## config.mk

```make
export PLATFORM = sky130hd
export DESIGN_NAME = alu_op_sequencer
export DESIGN_NICKNAME = d
export VERILOG_FILES = /design/src/rtl/alu_seq_pkg.sv /design/src/rtl/alu_op_sequencer_alu.sv /design/src/rtl/alu_op_sequencer.sv
export SDC_FILE = /design/constraint.sdc
export NUM_CORES = 1
export LEC_CHECK = 0
export CORE_ASPECT_RATIO = 1.5
export CORE_UTILIZATION = 54
export CTS_BUF_LIST = sky130_fd_sc_hd__clkbuf_16
export DETAILED_ROUTE_END_ITERATION = 16
export PLACE_DENSITY = 0.86
export SKIP_CTS_REPAIR_TIMING = 1
export SYNTH_ARGS = -nofsm -noshare
export SYNTH_HDL_FRONTEND = slang
export SYNTH_HIERARCHICAL = 1
export SYNTH_SLANG_ARGS = --single-unit
```

## constraint.sdc

```tcl
create_clock -name CLK -period 3.7 [get_ports CLK]
set_input_delay 0.555 -clock CLK [delete_from_list [all_inputs] [get_ports CLK]]
set_output_delay 0.555 -clock CLK [all_outputs]
set_load 0.01 [all_outputs]
```

## src/rtl/alu_seq_pkg.sv

```systemverilog
// Shared definitions for the ALU op sequencer: operand width, ALU select
// encodings and the sequencer FSM state type.
package alu_seq_pkg;

  localparam int ALU_W = 4;

  localparam logic [2:0] OP_ADD  = 3'b000;
  localparam logic [2:0] OP_SUB  = 3'b001;
  localparam logic [2:0] OP_AND  = 3'b010;
  localparam logic [2:0] OP_OR   = 3'b011;
  localparam logic [2:0] OP_NOTA = 3'b100;
  localparam logic [2:0] OP_PASB = 3'b101;
  localparam logic [2:0] OP_XOR  = 3'b110;
  localparam logic [2:0] OP_LT   = 3'b111;

  typedef enum logic [1:0] {
    IDLE   = 2'd0,
    SETTLE = 2'd1,
    RESP   = 2'd2
  } seq_state_t;

endpackage

```

## src/rtl/alu_op_sequencer_alu.sv

```systemverilog
// fourBitALU: 4-bit combinational ALU with zero, signed-overflow and carry flags.
// SUB computes A + ~B + XIN, so XIN=1 gives a plain two's-complement subtract.
module fourBitALU
  import alu_seq_pkg::*;
(
  input  logic             XIN,
  input  logic [ALU_W-1:0] A,
  input  logic [ALU_W-1:0] B,
  input  logic [2:0]       S,
  output logic [ALU_W-1:0] F,
  output logic             Z,
  output logic             V,
  output logic             C
);

  logic [ALU_W-1:0] w_b_eff;
  logic [ALU_W:0]   w_sum;

  always_comb begin
    w_b_eff = (S == OP_SUB) ? ~B : B;
    w_sum   = {1'b0, A} + {1'b0, w_b_eff} + {{ALU_W{1'b0}}, XIN};
    F = '0;
    C = 1'b0;
    V = 1'b0;
    case (S)
      OP_ADD, OP_SUB: begin
        F = w_sum[ALU_W-1:0];
        C = w_sum[ALU_W];
        // Overflow: operands agree in sign but the result does not.
        V = (A[ALU_W-1] == w_b_eff[ALU_W-1]) && (w_sum[ALU_W-1] != A[ALU_W-1]);
      end
      OP_AND:  F = A & B;
      OP_OR:   F = A | B;
      OP_NOTA: F = ~A;
      OP_PASB: F = B;
      OP_XOR:  F = A ^ B;
      OP_LT:   F = {{(ALU_W-1){1'b0}}, ($signed(A) < $signed(B))};
      default: F = '0;
    endcase
    Z = (F == '0);
  end

endmodule

```

## src/rtl/alu_op_sequencer.sv

```systemverilog
// Clocked command front-end for fourBitALU: accepts a command, holds operands
// for SETTLE_CYCLES, captures the result, and hands it back over valid/ready.
// Optional statistics counters are built when ALU_SEQ_STATS_EN is defined.
module alu_op_sequencer
  import alu_seq_pkg::*;
#(
  parameter int SETTLE_CYCLES = 1,
  parameter int CNT_W         = 8
)
(
  input  logic             CLK,
  input  logic             RST,
  input  logic             CMD_VALID,
  output logic             CMD_READY,
  input  logic [2:0]       CMD_OP,
  input  logic [ALU_W-1:0] CMD_A,
  input  logic [ALU_W-1:0] CMD_B,
  input  logic             CMD_XIN,
  input  logic             CMD_ACC,
  input  logic             CMD_CHAIN,
  output logic             RSP_VALID,
  input  logic             RSP_READY,
  output logic [ALU_W-1:0] RSP_F,
  output logic             RSP_Z,
  output logic             RSP_V,
  output logic             RSP_C,
  output logic             BUSY
`ifdef ALU_SEQ_STATS_EN
  ,
  output logic [CNT_W-1:0] OP_CNT,
  output logic [CNT_W-1:0] OVF_CNT
`endif
);

  if (SETTLE_CYCLES < 1 || SETTLE_CYCLES > 15 || CNT_W < 1) begin : g_bad_param
    $error("alu_op_sequencer: SETTLE_CYCLES must be 1..15 and CNT_W >= 1");
  end

  localparam logic [3:0] CNT_LOAD = 4'(SETTLE_CYCLES - 1);

  seq_state_t       r_state;
  logic [3:0]       r_cnt;
  logic             r_cmd_ready;
  logic             r_busy;
  logic             r_rsp_valid;
  logic [ALU_W-1:0] r_rsp_f;
  logic             r_rsp_z;
  logic             r_rsp_v;
  logic             r_rsp_c;
  logic [ALU_W-1:0] r_acc;
  logic             r_last_c;

  logic [ALU_W-1:0] r_a;
  logic [ALU_W-1:0] r_b;
  logic [2:0]       r_s;
  logic             r_xin;

  logic [ALU_W-1:0] w_f;
  logic             w_z;
  logic             w_v;
  logic             w_c;
  logic             w_capture;

  fourBitALU u_alu (
    .XIN (r_xin),
    .A   (r_a),
    .B   (r_b),
    .S   (r_s),
    .F   (w_f),
    .Z   (w_z),
    .V   (w_v),
    .C   (w_c)
  );

  assign w_capture = (r_state == SETTLE) && (r_cnt == 4'd0);

  // Ready is masked by RST so no command can be accepted on a reset edge.
  assign CMD_READY = r_cmd_ready & ~RST;
  assign RSP_VALID = r_rsp_valid;
  assign RSP_F     = r_rsp_f;
  assign RSP_Z     = r_rsp_z;
  assign RSP_V     = r_rsp_v;
  assign RSP_C     = r_rsp_c;
  assign BUSY      = r_busy;

  always_ff @(posedge CLK) begin
    if (RST) begin
      r_state     <= IDLE;
      r_cnt       <= 4'd0;
      r_cmd_ready <= 1'b1;
      r_busy      <= 1'b0;
      r_rsp_valid <= 1'b0;
      r_rsp_f     <= '0;
      r_rsp_z     <= 1'b0;
      r_rsp_v     <= 1'b0;
      r_rsp_c     <= 1'b0;
      r_acc       <= '0;
      r_last_c    <= 1'b0;
      r_a         <= '0;
      r_b         <= '0;
      r_s         <= 3'd0;
      r_xin       <= 1'b0;
    end else begin
      case (r_state)
        IDLE: begin
          if (CMD_VALID) begin
            r_a         <= CMD_ACC ? r_acc : CMD_A;
            r_xin       <= CMD_CHAIN ? r_last_c : CMD_XIN;
            r_b         <= CMD_B;
            r_s         <= CMD_OP;
            r_cnt       <= CNT_LOAD;
            r_cmd_ready <= 1'b0;
            r_busy      <= 1'b1;
            r_state     <= SETTLE;
          end
        end
        SETTLE: begin
          if (w_capture) begin
            r_rsp_f     <= w_f;
            r_rsp_z     <= w_z;
            r_rsp_v     <= w_v;
            r_rsp_c     <= w_c;
            r_acc       <= w_f;
            r_last_c    <= w_c;
            r_rsp_valid <= 1'b1;
            r_state     <= RESP;
          end else begin
            r_cnt <= r_cnt - 4'd1;
          end
        end
        RESP: begin
          if (RSP_READY) begin
            r_rsp_valid <= 1'b0;
            r_busy      <= 1'b0;
            r_cmd_ready <= 1'b1;
            r_state     <= IDLE;
          end
        end
        default: begin
          r_rsp_valid <= 1'b0;
          r_busy      <= 1'b0;
          r_cmd_ready <= 1'b1;
          r_state     <= IDLE;
        end
      endcase
    end
  end

`ifdef ALU_SEQ_STATS_EN
  logic [CNT_W-1:0] r_op_cnt;
  logic [CNT_W-1:0] r_ovf_cnt;

  function automatic logic [CNT_W-1:0] sat_inc(input logic [CNT_W-1:0] v);
    return (&v) ? v : v + 1'b1;
  endfunction

  always_ff @(posedge CLK) begin
    if (RST) begin
      r_op_cnt  <= '0;
      r_ovf_cnt <= '0;
    end else if (w_capture) begin
      r_op_cnt <= sat_inc(r_op_cnt);
      if (w_v) r_ovf_cnt <= sat_inc(r_ovf_cnt);
    end
  end

  assign OP_CNT  = r_op_cnt;
  assign OVF_CNT = r_ovf_cnt;
`endif

endmodule
```

# Word level (Yosys, flattened, before mapping)
# Index checks and enable logic that the tools add are counted.
# word_totals
register_bits,28
in_bits,18
out_inout_bits,10
# op_classes
addsub,3
n_lt_le_gt_ge,1
eq_ne,15
n_mux,21
bitwise,9
reduce_logical,14
# op_table
cell,n
$pmux W4 S7,1
$mux W4,4
$eq A3 B3 Y1 const B,4
$reduce_and A3 Y1,4
$pmux W1 S3,3
$logic_not A4 Y1,2
$mux W1,8
$ne A2 B2 Y1 const B,4
$not A4 Y4,2
$pmux W4 S2,1
$eq A3 B2 Y1 const B,2
$mux W2,3
$pmux W2 S3,1
$add A4 B4 Y5,1
$add A5 B1 Y5,1
$and A4 B4 Y4,1
$lt A4 B4 Y1,1
$or A4 B4 Y4,1
$reduce_and A2 Y1,2
$sub A4 B1 Y4 const B,1
$xor A4 B4 Y4,1
$eq A3 B1 Y1 const B,1
$logic_not A3 Y1,1
$not A1 Y1,3
9 further kinds,10

# Longest topological paths before layout
# Gate-level depths: netlist of the first run.
# depth
depth_word,7
depth_mapped,13
mapped_depth_nobuf,11

# By module
# Netlist of the first run, hierarchy kept.
# modules_own_cells
module,instances,cells_per_inst,area_per_inst_um2,seq_area_each_um2
alu_op_sequencer,1,131,1212.4,560.5
fourBitALU,1,90,655.6,0.0

# Least setup slack after synthesis of the first run
# OpenSTA, ideal clock, no wires.
# synth_timing
path_kind,reg-to-reg
start,reg r_s[1]
end,reg r_rsp_z (netlist: RSP_Z)
t_arrival_ns,2.499
slack_ns,1.129
stages_incl_launch_ff,14
path_buffers,2
cell_sequence,dfxtp_1 > buf_6 > or2_1 > clkbuf_1 > nor2_2 > xnor2_1 > fa_1 > inv_1 > fa_1 > xnor2_1 > o32a_1 > nor4_2 > nand2b_1 > mux2i_1
# synth_between
elab_chain_len,6
# synth_rtl
element,line,rtl
from (decl),alu_op_sequencer.sv:55,logic [2:0] r_s;
from (signal assigned),alu_op_sequencer.sv:101,r_s <= 3'd0;
from (signal assigned),alu_op_sequencer.sv:110,r_s <= CMD_OP;
$eq A3 B1 Y1,"alu_op_sequencer_alu.sv:20, alu_op_sequencer_alu.sv:25",
$mux W4,alu_op_sequencer_alu.sv:20,w_b_eff = (S == OP_SUB) ? ~B : B;
$add A4 B4 Y5,alu_op_sequencer_alu.sv:21,"w_sum = {1'b0, A} + {1'b0, w_b_eff} + {{ALU_W{1'b0}}, XIN};"
$add A5 B1 Y5,alu_op_sequencer_alu.sv:21,
$pmux W4 S7 *,alu_op_sequencer_alu.sv:25,case (S)
net w_f[2],alu_op_sequencer.sv:58,logic [ALU_W-1:0] w_f;
$logic_not A4 Y1 *,alu_op_sequencer_alu.sv:40,Z = (F == '0);
net w_z,alu_op_sequencer.sv:59,logic w_z;
to (signal assigned),alu_op_sequencer.sv:120,r_rsp_z <= w_z;
to (decl),alu_op_sequencer.sv:47,logic r_rsp_z;
# The timed path passes the listed nets; every way through them passes the cells marked *.
# A chain may end at the register's enable or synchronous reset.

# Worst setup path after layout of the first run
# Same ends and word-level chain as after synthesis.

==> flow_summary.yaml, run 1 <==
outcome:
  status: "completed"
grt:
  grt_overflow: 0
  grt_first_pass_wirelength_um: 6734
  antenna_found_initial: 0
  grt_pass1_vias: 1521
  grt.total_usage: 0.2390
  grt_start_max_net_pins: 40
placed_design:
  dp_slack_ps: 842.5
  io_buffers: 27
  gp_congestion: 0.9591
  hpwl_um: 3031
finish:
  syn_to_final_growth_pct: 18.62
  drive_above_1_share: 0.04564
  nets: 279
  antennaDiodeCount: 0
  multiInputGateArea_um2: 1185
  fillers: 274
  regArea_um2: 560.5
setup_path:
  crit_path_max_incr_delay_ps: 650
  r2r-start: "r_s[1]$_SDFFE_PP0P_"
  required_ps: 3900
  worstPathCellList: "or2_1, nor2_2, xnor2_1, fa_1, a21o_1, a21oi_1, xor2_1, o211ai_1, nor4_2, nand2b_1, mux2i_1"
  cp_top_family: "simple AND/OR/NAND/NOR gates"
  critPathBufInv: 0
  arrival_ps: 3120
  crit_slowest_cell: "dfxtp_1"
  startpoint_type: "flop"
  critical_path.startpoint: "r_s[1]$_SDFFE_PP0P_"
  crit_fanout: 19
  crit_path_end_kind: "flop"
  worstSetupPathType: "reg -> reg"
synthesis:
  ys.flop_type: "dfxtp_1"
  netlist_instances: 221
  synth_top_cell_by_area: "dfxtp_1"
  ys_warn_count: 6
  avgSynthCellArea_um2: 8.453
  synth-seq-area-share: 0.3001
  ys_ff_latch: 28
  synth_common_cells: "dfxtp_1, nand2_1, a21oi_1, ha_1, nand2b_1"
  syn-num-nets: 258
  synth.top_cell.area_share: 0.3001
  syn_area_um2: 1868
  async_flop_share: 0
  ys_top_cells_by_area: "dfxtp_1, ha_1, mux2i_1"
  synth.distinct_cells: 48
  synth.most_common_cell: "dfxtp_1"
  synth_edf_count: 0
routing:
  drcViolationCount: 0
  totalWireLength_um: 4141
  dr.first_iter.drc_count: 46
  vias: 1599
  wire_per_inst_um: 14.74
  ant_nets: 0
  drt_pass1_iterations: 4
  viasPerCell: 5.690
power:
  switching_share: 0.2920
  seq_power_share: 0.436
  power_density_nw_per_um2: 363.2
  p_comb_frac: 0.262
  power_leakage_uw: 0.0008450
  p_sw_uw: 235.0
  ir_drop_uv: 341.0
  internal-power_uw: 569.8
  clkPwrFrac: 0.302
die:
  ios: 28
  initial_utilization: 0.5798
  rows: 25
  die_h_um: 74.04
  die_area_um2: 3704
  die-width_um: 50.03
  core_um2: 3222
hold_path:
  hold_start: "RSP_VALID$_SDFFE_PP0P_"
  hold_class: "reg -> reg"
clock_network:
  cts_tree: "yes"
  clock_latency_ps: 260
  cts.path.max_buffers: 2
  cts_sinks: 28
  cts.htree.levels: 1
  cts-root-buf: "clkbuf_16"
  cts.clk_slew.worst_paths_ps: 70
  cts_made_buffers: 3
sta:
  rsz0062_at_grt: "false"
  fmax_mhz: 341.9
  maxSlewViolCount: 0
  worst_clock_skew_ps: 3.607
  tightest_slew_ps: 526.0
  period_share: 0.7905
  finalSetupViolations: 0
  hold_slack_ps: 460.4
  final.min_clock_period_ps: 2925
  slew_headroom: 0.6488
  hold_viol_final: 0
  setup-tns-final_ps: 0
  finalWorstSetupSlack_ps: 775.0
flow_run:
  maxCapViolations: 0
-- kinds of logic (layout without fill, tap and decap cells) --
| logic type | count (synthesis) | after routing | synth area share |
|---|---|---|---|
| xor gates and xnor gates | 7 | 7 | 0.03282 |
| and+or+nand+nor | 78 | 78 | 0.2338 |
| buffers and inverters | 28 | 48 | 0.06564 |
| muxes | 15 | 15 | 0.08171 |
| adders and majority gates | 19 | 19 | 0.1353 |
| AOI/OAI and AO/OA | 46 | 46 | 0.1507 |
| DFF | 28 | 28 | 0.3001 |
-- registers in the layout, summed over array words and instances, names as in the netlist --
name and cells:
r_state 2, RSP_VALID 1, r_s 3, BUSY 1, r_b 4, r_last_c 1, r_a 4, r_cmd_ready 1
RSP_Z 1, r_cnt 4, r_acc 4, RSP_V 1, r_xin 1
-- cell type report --
| cell class | instances | share of cell area |
|---|---|---|
| clock buffers | 3 | 0.03388 |
| multi-input cells | 165 | 0.5347 |
| repair buffers | 29 | 0.1287 |
| clock inverters | 1 | 0.001694 |
| flip-flops and latches | 28 | 0.2530 |
| inverters | 15 | 0.02541 |
| well taps | 40 | 0.02259 |
-- cells in the final DEF (no fill, tap or decap), types with 4 or more instances in the layout --
cell type	netlist	final
mux2i_1	13	13
nand2_1	22	22
nor3_1	4	4
dfxtp_1	28	28
a211oi_1	8	8
nor2b_1	4	4
inv_1	15	15
a21oi_1	17	17
nand2b_1	16	16
clkdlybuf4s50_1	0	27
nor2_1	13	13
xnor2_1	6	6
o21ai_0	7	7
ha_1	17	17
-- worst register-to-register path, delay by kind of cell (launching register included) --
family	cells	cell delay (ps)
muxes	1	120
xor gates and xnor gates	2	360
adders and majority gates	1	400
AOI/OAI and AO/OA	3	580
DFF	1	650
and+or+nand+nor	4	760
-- stage by stage --
step | total power [uW] | area, um^2 | utilization | std cells
finish | 804.8 | 2216 | 0.6878 | 281
detailed placement | 563.3 | 2137 | 0.6633 | 277
floorplan | 494.2 | 1868 | - | 221
global route | 843.1 | 2216 | 0.6878 | 281
CTS | 806.9 | 2216 | 0.6878 | 281
global placement | 555.6 | 2137 | 0.6633 | 277
-- final timing paths --
| path | to | slack (ps) | depth (start not counted) |
|---|---|---|---|
| worst min register to register | RSP_VALID$_SDFFE_PP0P_ | 460 | 2 |
| worst max-delay path | RSP_Z$_SDFFE_PP0P_ | 770 | 11 |
| worst max register to register | RSP_Z$_SDFFE_PP0P_ | 770 | 11 |
| worst min-delay path | RSP_VALID$_SDFFE_PP0P_ | 460 | 2 |
-- power by group through the flow --
stage          Combinational, uW  Sequential [uW]  Clock [uW]
6_report                     211              351         243
5_1_grt                      232              354         257
4_1_cts                      210              350         247
3_5_place_dp                 207              356           0
3_3_place_gp                 201              355           0
2_1_floorplan                147              347           0
-- per-layer routing --
metal / part of all wire / vias to the layer above / track usage
met4: 0.036 / 0 / 0.1238
li1: - / 796 / -
met3: 0.023 / 15 / 0.02454
met5: 0 / - / 0
met2: 0.53 / 39 / 0.4444
met1: 0.41 / 749 / 0.2638
(Power assumes the default switching activity.)
==> run 2, diff against run 1 <==
CORE_UTILIZATION = 49   (was 54)
PLACE_DENSITY = 0.82   (was 0.86)
clock period = 2.6 ns   (was 3.7 ns; I/O delays follow)
==> run 2 against run 1 <==
Via count is 2.1% higher. Fmax is 19% higher. Highest routed layer unchanged. Wire length grew 1.7%. Critical path depth did not move. Flip-flop and latch count did not move.
==> flow_summary.yaml, run 2 (synthesized netlist as in run 1, its figures left out) <==
routing:
  viasPerCell: 5.631
  drcViolationCount: 0
  drt_pass1_iterations: 6
  vias: 1633
  wl_met2_um: 2293
  dr.first_iter.drc_count: 58
  wl_met1_um: 1683
  met3_length_um: 123
  ant_nets: 0
  wire_per_inst_um: 14.52
  totalWireLength_um: 4212
  highest-signal-layer: "met4"
clock_network:
  cts.htree.levels: 1
  cts_made_buffers: 3
  cts.clk_slew.worst_paths_ps: 70
  cts.path.max_buffers: 2
  clock_latency_ps: 260
  cts-root-buf: "clkbuf_16"
  cts_tree: "yes"
  cts_sinks: 28
hold_path:
  whs_path_depth: 2
  hold_class: "reg -> reg"
  hold_start: "RSP_VALID$_SDFFE_PP0P_"
  hold_end: "RSP_VALID$_SDFFE_PP0P_"
sta:
  slew_headroom: 0.6373
  final.min_clock_period_ps: 2450
  period_share: 0.9424
  worst_clock_skew_ps: 9.070
  maxSlewViolCount: 0
  setup-tns-final_ps: 0
  fmax_mhz: 408.1
  hold_slack_ps: 468.6
  finalSetupViolations: 0
  tightest_slew_ps: 541.7
  rsz0062_at_grt: "false"
  hold_viol_final: 0
finish:
  antennaDiodeCount: 0
  layout.cells.most_common_list: "dfxtp_1, clkdlybuf4s50_1, nand2_1"
  final_common_cell: "dfxtp_1"
  nets: 285
  drive_above_1_share: 0.08907
  fillers: 305
  finalInstanceArea_um2: 2312
  syn_to_final_growth_pct: 23.78
power:
  ir_drop_uv: 395.3
  power_density_nw_per_um2: 550.7
  power_leakage_uw: 0.0008968
  total_power_uw: 1273
placed_design:
  io_buffers: 27
  hpwl_um: 2947
  place_area_um2: 2186
  gp_congestion: 0.8179
die:
  initial_utilization: 0.5120
  die_h_um: 77.62
  ios: 28
  rows: 27
  die_area_um2: 4068
  core_um2: 3649
  die-width_um: 52.42
grt:
  grt_overflow: 0
  grt.total_usage: 0.2250
  grt_pass1_vias: 1612
  antenna_found_initial: 0
  grt_start_max_net_pins: 39
  grt_first_pass_wirelength_um: 6989
setup_path:
  reg2reg_slack_ps: 150
  cp_top_family: "simple AND/OR/NAND/NOR gates"
  r2r-start: "r_s[2]$_SDFFE_PP0P_"
  r2r_end: "RSP_Z$_SDFFE_PP0P_"
  critPathBufInv: 0
  crit_path_end_kind: "flop"
  worstSetupPathType: "reg -> reg"
  worstPathCellList: "or2_1, nor2_4, xnor2_2, fa_2, a21o_1, a21oi_2, xor2_1, o211ai_1, nor4_2, nand2b_1, mux2i_1"
  reg2reg_depth: 11
  crit_path_max_incr_delay_ps: 360
  startpoint_type: "flop"
  crit_fanout: 3
  required_ps: 2790
  arrival_ps: 2640
  crit_slowest_cell: "fa_2"
outcome:
  status: "completed"
flow_run:
  maxCapViolations: 0
run 2: worst max path at each step:
stage | cells after the start | slack (ps) | endpoint | start
final | 11 | 150 | RSP_Z$_SDFFE_PP0P_ | r_s[2]$_SDFFE_PP0P_
after global routing | 11 | 20 | RSP_Z$_SDFFE_PP0P_ | r_s[2]$_SDFFE_PP0P_
after CTS | 11 | 140 | RSP_Z$_SDFFE_PP0P_ | r_s[2]$_SDFFE_PP0P_
after detailed placement | 11 | 170 | RSP_Z$_SDFFE_PP0P_ | r_s[2]$_SDFFE_PP0P_
after global placement | 11 | 270 | RSP_Z$_SDFFE_PP0P_ | r_s[2]$_SDFFE_PP0P_
after floorplan | 13 | 30 | RSP_Z$_SDFFE_PP0P_ | r_s[1]$_SDFFE_PP0P_
run 2: worst reg2reg max path, cell delays in order, from the launching register on:
cell and delay [ps]:
dfxtp_1 310, or2_1 270, nor2_4 170, xnor2_2 90, fa_2 360, a21o_1 180, a21oi_2 210, xor2_1 210
o211ai_1 140, nor4_2 240, nand2b_1 80, mux2i_1 130
run 2: routing by layer:
metal  vias to the layer above  global-route usage
li1                        804                   -
met1                       772              0.2467
met2                        48              0.4076
met3                         9             0.03333
met4                         0             0.09474
met5                         -                   0
run 2: where the power goes:
part | total (uW) | internal, uW | switching (uW)
Clock | 456 | 307 | 149
Sequential | 487 | 457 | 29.9
Combinational | 331 | 160 | 171
run 2: layout make-up:
type | instances | area [um^2] | share of cell area
Clock inverter | 1 | 30.03 | 0.01299
Clock buffer | 3 | 75.07 | 0.03247
Timing Repair Buffer | 35 | 330.3 | 0.1429
Inverter | 15 | 56.30 | 0.02435
Multi-Input combinational cell | 165 | 1206 | 0.5216
Sequential cell | 28 | 560.5 | 0.2424
Tap cell | 43 | 53.80 | 0.02327
run 2: metrics by stage:
step                      worst slack, ps  utilization  std cells
after floorplan                     29.12            -        221
after global placement              271.2       0.5991        286
after detailed placement            171.8       0.5991        286
after CTS                           139.6       0.6279        290
after global routing                18.20       0.6337        290
final                               149.7       0.6337        290
